`src/rtl/muldiv_unit_if.sv`:
```
// Request/response bundle between the EX stage and the iterative mul/div unit.
interface muldiv_unit_if #(
    parameter int unsigned XLEN = 32
);
    logic            start;
    logic [2:0]      op;
    logic [XLEN-1:0] rs1_data;
    logic [XLEN-1:0] rs2_data;
    logic            flush;
    logic            busy;
    logic            done;
    logic [XLEN-1:0] result;

    // Pipeline side issues requests and watches busy/done.
    modport master (
        output start, op, rs1_data, rs2_data, flush,
        input  busy, done, result
    );

    // Unit side consumes requests and drives status/result.
    modport slave (
        input  start, op, rs1_data, rs2_data, flush,
        output busy, done, result
    );
endinterface

```
`src/rtl/muldiv_unit.sv`:
```
// Iterative RV32M multiply/divide unit: one operand bit per cycle, fixed 32-cycle
// CALC phase for every op, one-cycle DONE pulse carrying the result.
module muldiv_unit #(
    parameter int unsigned XLEN = 32
) (
    input  logic          clk,
    input  logic          reset_n,
    muldiv_unit_if.slave  bus
);

    localparam logic [1:0] StIdle = 2'd0;
    localparam logic [1:0] StCalc = 2'd1;
    localparam logic [1:0] StDone = 2'd2;

    localparam int unsigned AccW = 2 * XLEN;

    logic [1:0]      state_q, state_d;
    logic [4:0]      cnt_q, cnt_d;
    logic [2:0]      op_q, op_d;
    logic [AccW-1:0] acc_q, acc_d;      // mul: {partial, multiplier}; div: {rem, quotient}
    logic [XLEN-1:0] opnd_q, opnd_d;    // mul: multiplicand magnitude; div: divisor magnitude
    logic [XLEN-1:0] a_raw_q, a_raw_d;  // original dividend, returned by REM on divide-by-zero
    logic            neg_q, neg_d;      // product / quotient sign
    logic            rem_neg_q, rem_neg_d;
    logic            divz_q, divz_d;
    logic [XLEN-1:0] result_q, result_d;
    logic            busy_q, busy_d;
    logic            done_q, done_d;

    logic            accept;
    logic            a_sgn, b_sgn, a_neg, b_neg;
    logic [XLEN-1:0] a_mag, b_mag;
    logic [XLEN:0]   mul_sum;
    logic [AccW-1:0] mul_next;
    logic [XLEN:0]   div_hi;
    logic            div_ge;
    logic [XLEN-1:0] div_rem;
    logic [AccW-1:0] div_next;
    logic [AccW-1:0] prod;
    logic [XLEN-1:0] q_mag, r_mag;
    logic [XLEN-1:0] final_res;

    // Operand sign/magnitude decode for a new request.
    always_comb begin
        // op[2]=1: divide, signed when op[0]=0. op[2]=0: MUL/MULH both signed, MULHSU A only.
        a_sgn = bus.op[2] ? ~bus.op[0] : (bus.op[1:0] != 2'b11);
        b_sgn = bus.op[2] ? ~bus.op[0] : ~bus.op[1];
        a_neg = a_sgn & bus.rs1_data[XLEN-1];
        b_neg = b_sgn & bus.rs2_data[XLEN-1];
        a_mag = a_neg ? -bus.rs1_data : bus.rs1_data;
        b_mag = b_neg ? -bus.rs2_data : bus.rs2_data;
        accept = ((state_q == StIdle) || (state_q == StDone)) && bus.start && !bus.flush;
    end

    // One shift-add multiply step and one restoring divide step.
    always_comb begin
        mul_sum  = {1'b0, acc_q[AccW-1:XLEN]} + {1'b0, (acc_q[0] ? opnd_q : '0)};
        mul_next = {mul_sum, acc_q[XLEN-1:1]};
        div_hi   = acc_q[AccW-1:XLEN-1];
        div_ge   = (div_hi >= {1'b0, opnd_q});
        // Trial result is below the divisor whenever div_ge holds, so XLEN bits suffice.
        div_rem  = div_hi[XLEN-1:0] - opnd_q;
        div_next = div_ge ? {div_rem, acc_q[XLEN-2:0], 1'b1}
                          : {div_hi[XLEN-1:0], acc_q[XLEN-2:0], 1'b0};
    end

    // Sign fix-up and special cases applied on the last iteration.
    always_comb begin
        prod  = neg_q ? -mul_next : mul_next;
        q_mag = div_next[XLEN-1:0];
        r_mag = div_next[AccW-1:XLEN];
        // Signed overflow needs no special path: |A|=2^31, |B|=1 gives quotient
        // magnitude 0x80000000 with positive sign and remainder 0.
        unique case (op_q)
            3'b000:  final_res = prod[XLEN-1:0];
            3'b001,
            3'b010,
            3'b011:  final_res = prod[AccW-1:XLEN];
            3'b100:  final_res = divz_q ? '1 : (neg_q ? -q_mag : q_mag);
            3'b101:  final_res = divz_q ? '1 : q_mag;
            3'b110:  final_res = divz_q ? a_raw_q : (rem_neg_q ? -r_mag : r_mag);
            default: final_res = divz_q ? a_raw_q : r_mag;
        endcase
    end

    // FSM sequencing, iteration and request capture.
    always_comb begin
        state_d   = state_q;
        cnt_d     = cnt_q;
        op_d      = op_q;
        acc_d     = acc_q;
        opnd_d    = opnd_q;
        a_raw_d   = a_raw_q;
        neg_d     = neg_q;
        rem_neg_d = rem_neg_q;
        divz_d    = divz_q;
        result_d  = result_q;

        case (state_q)
            StIdle: begin
                if (accept) state_d = StCalc;
            end
            StCalc: begin
                if (bus.flush) begin
                    state_d = StIdle;
                end else begin
                    acc_d = op_q[2] ? div_next : mul_next;
                    cnt_d = cnt_q + 5'd1;
                    if (cnt_q == 5'd31) begin
                        state_d  = StDone;
                        result_d = final_res;
                    end
                end
            end
            StDone: begin
                state_d = accept ? StCalc : StIdle;
            end
            default: state_d = StIdle;
        endcase

        if (accept) begin
            cnt_d     = 5'd0;
            op_d      = bus.op;
            acc_d     = {{XLEN{1'b0}}, (bus.op[2] ? a_mag : b_mag)};
            opnd_d    = bus.op[2] ? b_mag : a_mag;
            a_raw_d   = bus.rs1_data;
            neg_d     = a_neg ^ b_neg;
            rem_neg_d = a_neg;
            divz_d    = (bus.rs2_data == '0);
        end

        busy_d = (state_d == StCalc);
        done_d = (state_d == StDone);
    end

    // State registers with asynchronous clear.
    always_ff @(posedge clk or negedge reset_n) begin
        if (!reset_n) begin
            state_q   <= StIdle;
            cnt_q     <= '0;
            op_q      <= '0;
            acc_q     <= '0;
            opnd_q    <= '0;
            a_raw_q   <= '0;
            neg_q     <= 1'b0;
            rem_neg_q <= 1'b0;
            divz_q    <= 1'b0;
            result_q  <= '0;
            busy_q    <= 1'b0;
            done_q    <= 1'b0;
        end else begin
            state_q   <= state_d;
            cnt_q     <= cnt_d;
            op_q      <= op_d;
            acc_q     <= acc_d;
            opnd_q    <= opnd_d;
            a_raw_q   <= a_raw_d;
            neg_q     <= neg_d;
            rem_neg_q <= rem_neg_d;
            divz_q    <= divz_d;
            result_q  <= result_d;
            busy_q    <= busy_d;
            done_q    <= done_d;
        end
    end

    assign bus.busy   = busy_q;
    assign bus.done   = done_q;
    assign bus.result = result_q;

endmodule

```
`src/flat_wrapper.sv`:
```
// flat-port wrapper written by rule: the top's interface ports become plain ports
module muldiv_unit_flat 
#(
    parameter int unsigned XLEN = 32
)
  (clk, reset_n, bus_start, bus_op, bus_rs1_data, bus_rs2_data, bus_flush, bus_busy, bus_done, bus_result);
  muldiv_unit_if #(.XLEN(XLEN)) bus_i ();
  input  logic clk;
  input  logic reset_n;
  input wire logic [$bits(bus_i.start)-1:0] bus_start;
  input wire logic [$bits(bus_i.op)-1:0] bus_op;
  input wire logic [$bits(bus_i.rs1_data)-1:0] bus_rs1_data;
  input wire logic [$bits(bus_i.rs2_data)-1:0] bus_rs2_data;
  input wire logic [$bits(bus_i.flush)-1:0] bus_flush;
  output wire logic [$bits(bus_i.busy)-1:0] bus_busy;
  output wire logic [$bits(bus_i.done)-1:0] bus_done;
  output wire logic [$bits(bus_i.result)-1:0] bus_result;
  assign bus_i.start = bus_start;
  assign bus_i.op = bus_op;
  assign bus_i.rs1_data = bus_rs1_data;
  assign bus_i.rs2_data = bus_rs2_data;
  assign bus_i.flush = bus_flush;
  assign bus_busy = bus_i.busy;
  assign bus_done = bus_i.done;
  assign bus_result = bus_i.result;
  muldiv_unit #(.XLEN(XLEN)) u_core (.clk(clk), .reset_n(reset_n), .bus(bus_i));
endmodule
```
`config.mk`:
```
export PLATFORM = sky130hd
export DESIGN_NAME = muldiv_unit_flat
export DESIGN_NICKNAME = d
export VERILOG_FILES = /design/src/rtl/muldiv_unit_if.sv /design/src/rtl/muldiv_unit.sv /design/src/flat_wrapper.sv
export SDC_FILE = /design/constraint.sdc
export NUM_CORES = 1
export LEC_CHECK = 0
export CAP_MARGIN = 20
export CORE_MARGIN = 2
export CORE_UTILIZATION = 25
export DETAILED_ROUTE_END_ITERATION = 8
export GPL_TIMING_DRIVEN = 0
export HOLD_SLACK_MARGIN = 0.05
export SETUP_SLACK_MARGIN = 0.3
export SKIP_LAST_GASP = 1
export SYNTH_ARGS = -nofsm -noshare
export SYNTH_HDL_FRONTEND = slang
export SYNTH_SLANG_ARGS = --single-unit
export TNS_END_PERCENT = 100
```
`constraint.sdc`:
```
create_clock -name clk -period 5.4 [get_ports clk]
set_input_delay 1.08 -clock clk [delete_from_list [all_inputs] [get_ports clk]]
set_output_delay 1.08 -clock clk [all_outputs]
set_load 0.01 [all_outputs]
```
### Yosys cells after proc, flatten, opt, wreduce, memory -nomap -nowiden

Cells that the tools add are included.

| cells by class | value |
|---|---|
| add/subtract/negate cells | 8 |
| $mul | 0 |
| divide/modulo/power cells | 0 |
| $lt $le $gt $ge | 1 |
| eq/ne operators | 13 |
| shift operators | 0 |
| muxes and demuxes | 28 |
| bitwise logic cells | 6 |
| reductions and logical operators | 11 |

Operators by type and width:

| kind | number |
|---|---|
| two-way mux 64 bit | 6 |
| two-way mux 32 bit | 11 |
| case mux 32 bit (5 select lines) | 1 |
| negator 32 bit | 4 |
| negator 64 bit | 1 |
| adder 32 x 32 -> 33 bit | 1 |
| >= comparator 33 x 32 -> 1 bit | 1 |
| zero test 32 bit | 1 |
| subtractor 32 bit | 1 |
| two-way mux 5 bit | 3 |
| == test 3 bit, second input constant | 3 |
| == test 3 x 2 -> 1 bit, second input constant | 2 |
| two-way mux 2 bit | 3 |
| case mux 2 bit (3 select lines) | 1 |
| adder 5 x 1 -> 5 bit, second input constant | 1 |
| == test 5 bit, second input constant | 1 |
| == test 2 x 1 -> 1 bit, second input constant | 2 |
| == test 2 bit, second input constant | 2 |
| == test 3 x 1 -> 1 bit, second input constant | 1 |
| zero test 3 bit | 1 |
| two-way mux 1 bit | 3 |
| NOT 1 bit | 3 |
| AND reduction 3 bit | 1 |
| OR reduction 3 bit | 1 |
| 10 further kinds | 12 |

| word-level totals | value |
|---|---|
| flip-flop bits (word level) | 175 |
| bits in latches | 0 |
| bits in writable memories | 0 |
| bits in read-only memories | 0 |
| input port bits | 71 |
| output and inout bits | 34 |
| logic and storage cells | 79 |
| memories kept | 0 |

### Depth between registers and ports, before layout

| depth | value |
|---|---|
| depth after elaboration | 7 |
| gate-level depth with buffers | 24 |
| mapped depth without buffers | 19 |

### Worst setup path before layout

Ideal clock, no wire load.

| timing | value |
|---|---|
| path type | reg2reg |
| from | register u_core.acc_q[32] |
| to | register u_core.result_q[24], in the netlist u_core.bus.result[24] |
| library setup time | 0.135 ns |
| arrival | 4.458 ns |
| data required time | 5.265 ns |
| slack | 0.807 ns |
| cell stages (with the launch flop) | 23 |
| period minus slack after synthesis | 4.593 ns |
| path through | dfrtp_1 > ha_1 > nor2b_1 > o31a_1 > o2111ai_1 > a311oi_1 > or3_1 > buf_2 > inv_2 > clkbuf_1 > buf_1 > clkbuf_1 > ha_1 > inv_1 > or2_2 > o21ai_0 > xnor2_1 > o21ai_0 > o211ai_1 > a21oi_1 > a21oi_1 > a211oi_1 > o21ai_0 |

| between the ends | value |
|---|---|
| cells in the longest elaborated chain, start to end | 6 |
| elaborated cells on any way between the ends | 14 |

RTL lines:

| element | line | RTL |
|---|---|---|
| from (decl) | muldiv_unit.sv:20 | `logic [AccW-1:0] acc_q, acc_d;` |
| from (signal assigned) | muldiv_unit.sv:142 | `acc_q <= '0;` |
| from (signal assigned) | muldiv_unit.sv:155 | `acc_q <= acc_d;` |
| subtractor 32 bit / >= comparator 33 x 32 -> 1 bit (equally long branches) | muldiv_unit.sv:62, muldiv_unit.sv:60 |  |
| two-way mux 64 bit | muldiv_unit.sv:63 | `div_next = div_ge ? {div_rem, acc_q[XLEN-2:0], 1'b1}` |
| negator 32 bit, on equally long branches | muldiv_unit.sv:81, muldiv_unit.sv:79 |  |
| two-way mux 32 bit, on equally long branches (2 in a row) | muldiv_unit.sv:81, muldiv_unit.sv:79 |  |
| case mux 32 bit (5 select lines) (*) | muldiv_unit.sv:74 | `unique case (op_q)` |
| to (signal assigned) | muldiv_unit.sv:161 | `result_q <= result_d;` |
| to (decl) | muldiv_unit.sv:26 | `logic [XLEN-1:0] result_q, result_d;` |

Every way passes the cells marked *; elsewhere a longest branch is shown, timed or not.
A chain may end at the register's enable or synchronous reset.

### Worst setup path in the final report

| timing | value |
|---|---|
| from | register u_core.acc_q[31] |
| to | register u_core.result_q[31], in the netlist u_core.bus.result[31] |

Same word-level chain as after synthesis.

==> impl_metrics.tcl <==
set metrics [dict create \
    worst_pin_slew_ns 1.20 \
    dpl_worst_slack_ns -1.24 \
    grt_overflow 0 \
    period_share_pct 93.1 \
    crit_path_max_fanout 7 \
    dieHeight_um 273 \
    first_iter_violations 2670 \
    fp.coreArea_um2 71500 \
    min_period_ns 5.03 \
    first_global_vias 18900 \
    synthCells 2505 \
    cellPowerDensity_nw_per_um2 435 \
    fin_nets 2785 \
    cap_violations 0 \
    critPathRequiredTime_ns 5.82 \
    grt_usage_pct 23.3 \
    syn_avg_cell_area_um2 7.21 \
    ant_nets 0 \
    layout_commonest_cell "nand2_1" \
    routedWlPerCell_um 24.6 \
    cts_sinks 175 \
    dpl.cell_count 3562 \
    cts_max_path_buffers 2 \
    crit_arrival_ns 5.45 \
    hold_buffers 0 \
    ir_drop_mv 0.275 \
    rows 98 \
    ys.flop_type "dfrtp_1" \
    cts_tree "done" \
    yosysSeqAreaShare_pct 24.2 \
    clock_latency_ns 0.49 \
    synth_area_um2 18100 \
    grt_max_degree 109 \
    hpwl_mm 71.3 \
    cp-start-kind "flop" \
    area_growth_pct 18.2 \
    drive_gt1_share_pct 6.67 \
    worst-setup-path-type "reg2reg" \
    cts_made_buffers 17 \
    power_uw 9290 \
    p_leak_uw 0.00844 \
    slew_viol_final 0 \
    layout_common_cells "403 x nand2_1, 291 x o21ai_0, 226 x nor2_1" \
    postRouteWirelength_mm 88.6 \
    io-pin-count 105 \
    relSlewSlack_pct 19.9 \
    path_clk_slew_ns 0.07 \
    htree_levels 4 \
    vias 20500 \
    clk_root_buffer_cell "clkbuf_16" \
    rsz0062_at_grt "true" \
    achievable-frequency_mhz 199 \
    crit_path_end_kind "flop" \
    synthesis.nets 2648 \
    io_buffers 104 \
    gp_congestion 1.04 \
    antenna_found_initial 3 \
    post-route-util_pct 29.9 \
    die-area_um2 74400 \
    initial_utilization_pct 25.3 \
    hp-class "reg2reg" \
    async_reset_ff_share_pct 100 \
    drt_first_pass_iters 6 \
    grt_pass1_wl_mm 129 \
    finalNonFillerCells 3606 \
    vias_per_cell 5.69 \
    ys_warn_count 0 \
    synth_edf_count 0 \
    die_x_um 273 \
    setup_slack_ns 0.372 \
    finalHoldViolCount 0 \
    synth_cell_type_count 85 \
    setup-tns-final_ns 0 \
    ys_ff_latch 175 \
    outcome "completed" \
    final-setup-viol-count 0 \
    drc_errors 0 \
    skew_ns 0.0206 \
]
-- synthesized netlist by cell type (14+ instances only) --
master       n  area, um^2
nand2_1    404        1520
nand2b_1    18         113
xnor2_1    112         981
a22o_1      14         123
xor2_1     106         928
inv_1       70         263
o22ai_1     18         113
ha_1        70         876
and2_1      20         125
nand3_1     33         165
buf_1       27         101
a21oi_1    207        1040
nor4_1      19         119
o31ai_1     31         233
o21ai_0    301        1510
nor3_1      47         235
nand4_1     18         113
nor2_1     226         848
a31oi_1     17         106
mux2i_1     68         681
o211ai_1    71         533
a21o_1      17         128
clkbuf_1   133         499
o2111ai_1   17         149
or3_1       24         150
dfrtp_1    175        4380
a221oi_1    15         131
a211oi_1    19         143
o21a_1      15         113
-- through the flow --
stage	cell area [um^2]	hold WS (ns)
global placement	20300	0.463
CTS	21100	0.485
detailed placement	20400	0.470
finish	21400	0.477
floorplan	18100	0.437
global route	21400	0.512
-- critical path, stage by stage, from the launching register on --
cell and delay, ns:
dfrtp_1 0.36, buf_2 0.21, inv_2 0.13, ha_1 0.18, inv_1 0.06, fa_1 0.41, a21o_1 0.20, a21o_1 0.21
a31oi_1 0.50, o21ai_0 0.22, o221ai_1 0.25, xnor2_1 0.14, o41ai_1 0.84, inv_1 0.21, nor4_1 0.31, a21oi_1 0.12
or4b_1 0.50, nand3_1 0.12
-- state kept, by name (all words and copies together) (netlist names) --
signal and flops:
u_core.a_raw_q 32, u_core.acc_q 64, u_core.bus.busy 1, u_core.bus.done 1
u_core.bus.result 32, u_core.cnt_q 5, u_core.divz_q 1, u_core.neg_q 1
u_core.op_q 3, u_core.opnd_q 32, u_core.rem_neg_q 1, u_core.state_q 2
-- area by class of cell --
| class | instances | area, um^2 |
|---|---|---|
| fillers | 7805 | 50100 |
| multi-input cells | 2079 | 13000 |
| flip-flops and latches | 175 | 4380 |
| well taps | 950 | 1190 |
| repair buffers | 118 | 1190 |
| plain buffers | 176 | 764 |
| clock buffers | 20 | 437 |
| inverters | 75 | 298 |
| clock inverters | 12 | 131 |
| diodes | 1 | 2.50 |
-- where the power goes --
group          switching, uW  internal, uW  leakage (uW)
Clock                    630           649      0.000280
Combinational           4080          2080       0.00590
Sequential               313          1540       0.00225
Total                   5020          4270       0.00844
-- routing by layer --
layer | wire length, um | up-vias | GRT usage [%]
li1 | - | 9224 | -
met1 | 37100 | 9985 | 31.4
met2 | 38700 | 1097 | 36.1
met3 | 9080 | 218 | 5.85
met4 | 3750 | 2 | 8.26
met5 | 13 | - | 0
-- worst paths after layout --
check / depth (start not counted) / slack, ns / from / endpoint
max in group asynchronous: 2 / 3.82 / reset_n / u_core.acc_q[0]$_DFFE_PN0P_
worst min register to register: 2 / 0.48 / u_core.bus.result[24]$_DFFE_PN0P_ / u_core.bus.result[24]$_DFFE_PN0P_
worst max register to register: 17 / 0.37 / u_core.acc_q[31]$_DFFE_PN0P_ / u_core.bus.result[31]$_DFFE_PN0P_
worst min-delay path: 2 / 0.48 / u_core.bus.result[24]$_DFFE_PN0P_ / u_core.bus.result[24]$_DFFE_PN0P_
min in group asynchronous: 1 / 0.55 / reset_n / u_core.acc_q[58]$_DFFE_PN0P_
worst max-delay path: 17 / 0.37 / u_core.acc_q[31]$_DFFE_PN0P_ / u_core.bus.result[31]$_DFFE_PN0P_
-- what timing repair did --
action / CTS / global route
pin swaps: 4 / 4
gates resized for setup: 48 / 62
endpoints found under the setup margin: 35 / 28
setup buffers: 4 / 6
-- kinds of logic after synthesis --
logic type      count (synthesis)  share of synthesized area [%]
buf+inv                       251                           5.46
fa+ha+maj                      72                           5.07
flops                         175                           24.2
xor+xnor                      218                           10.6
simple gates                  884                           22.1
mux                            81                           4.58
compound gates                824                           28.0
Power figures use the tool's default switching activity.
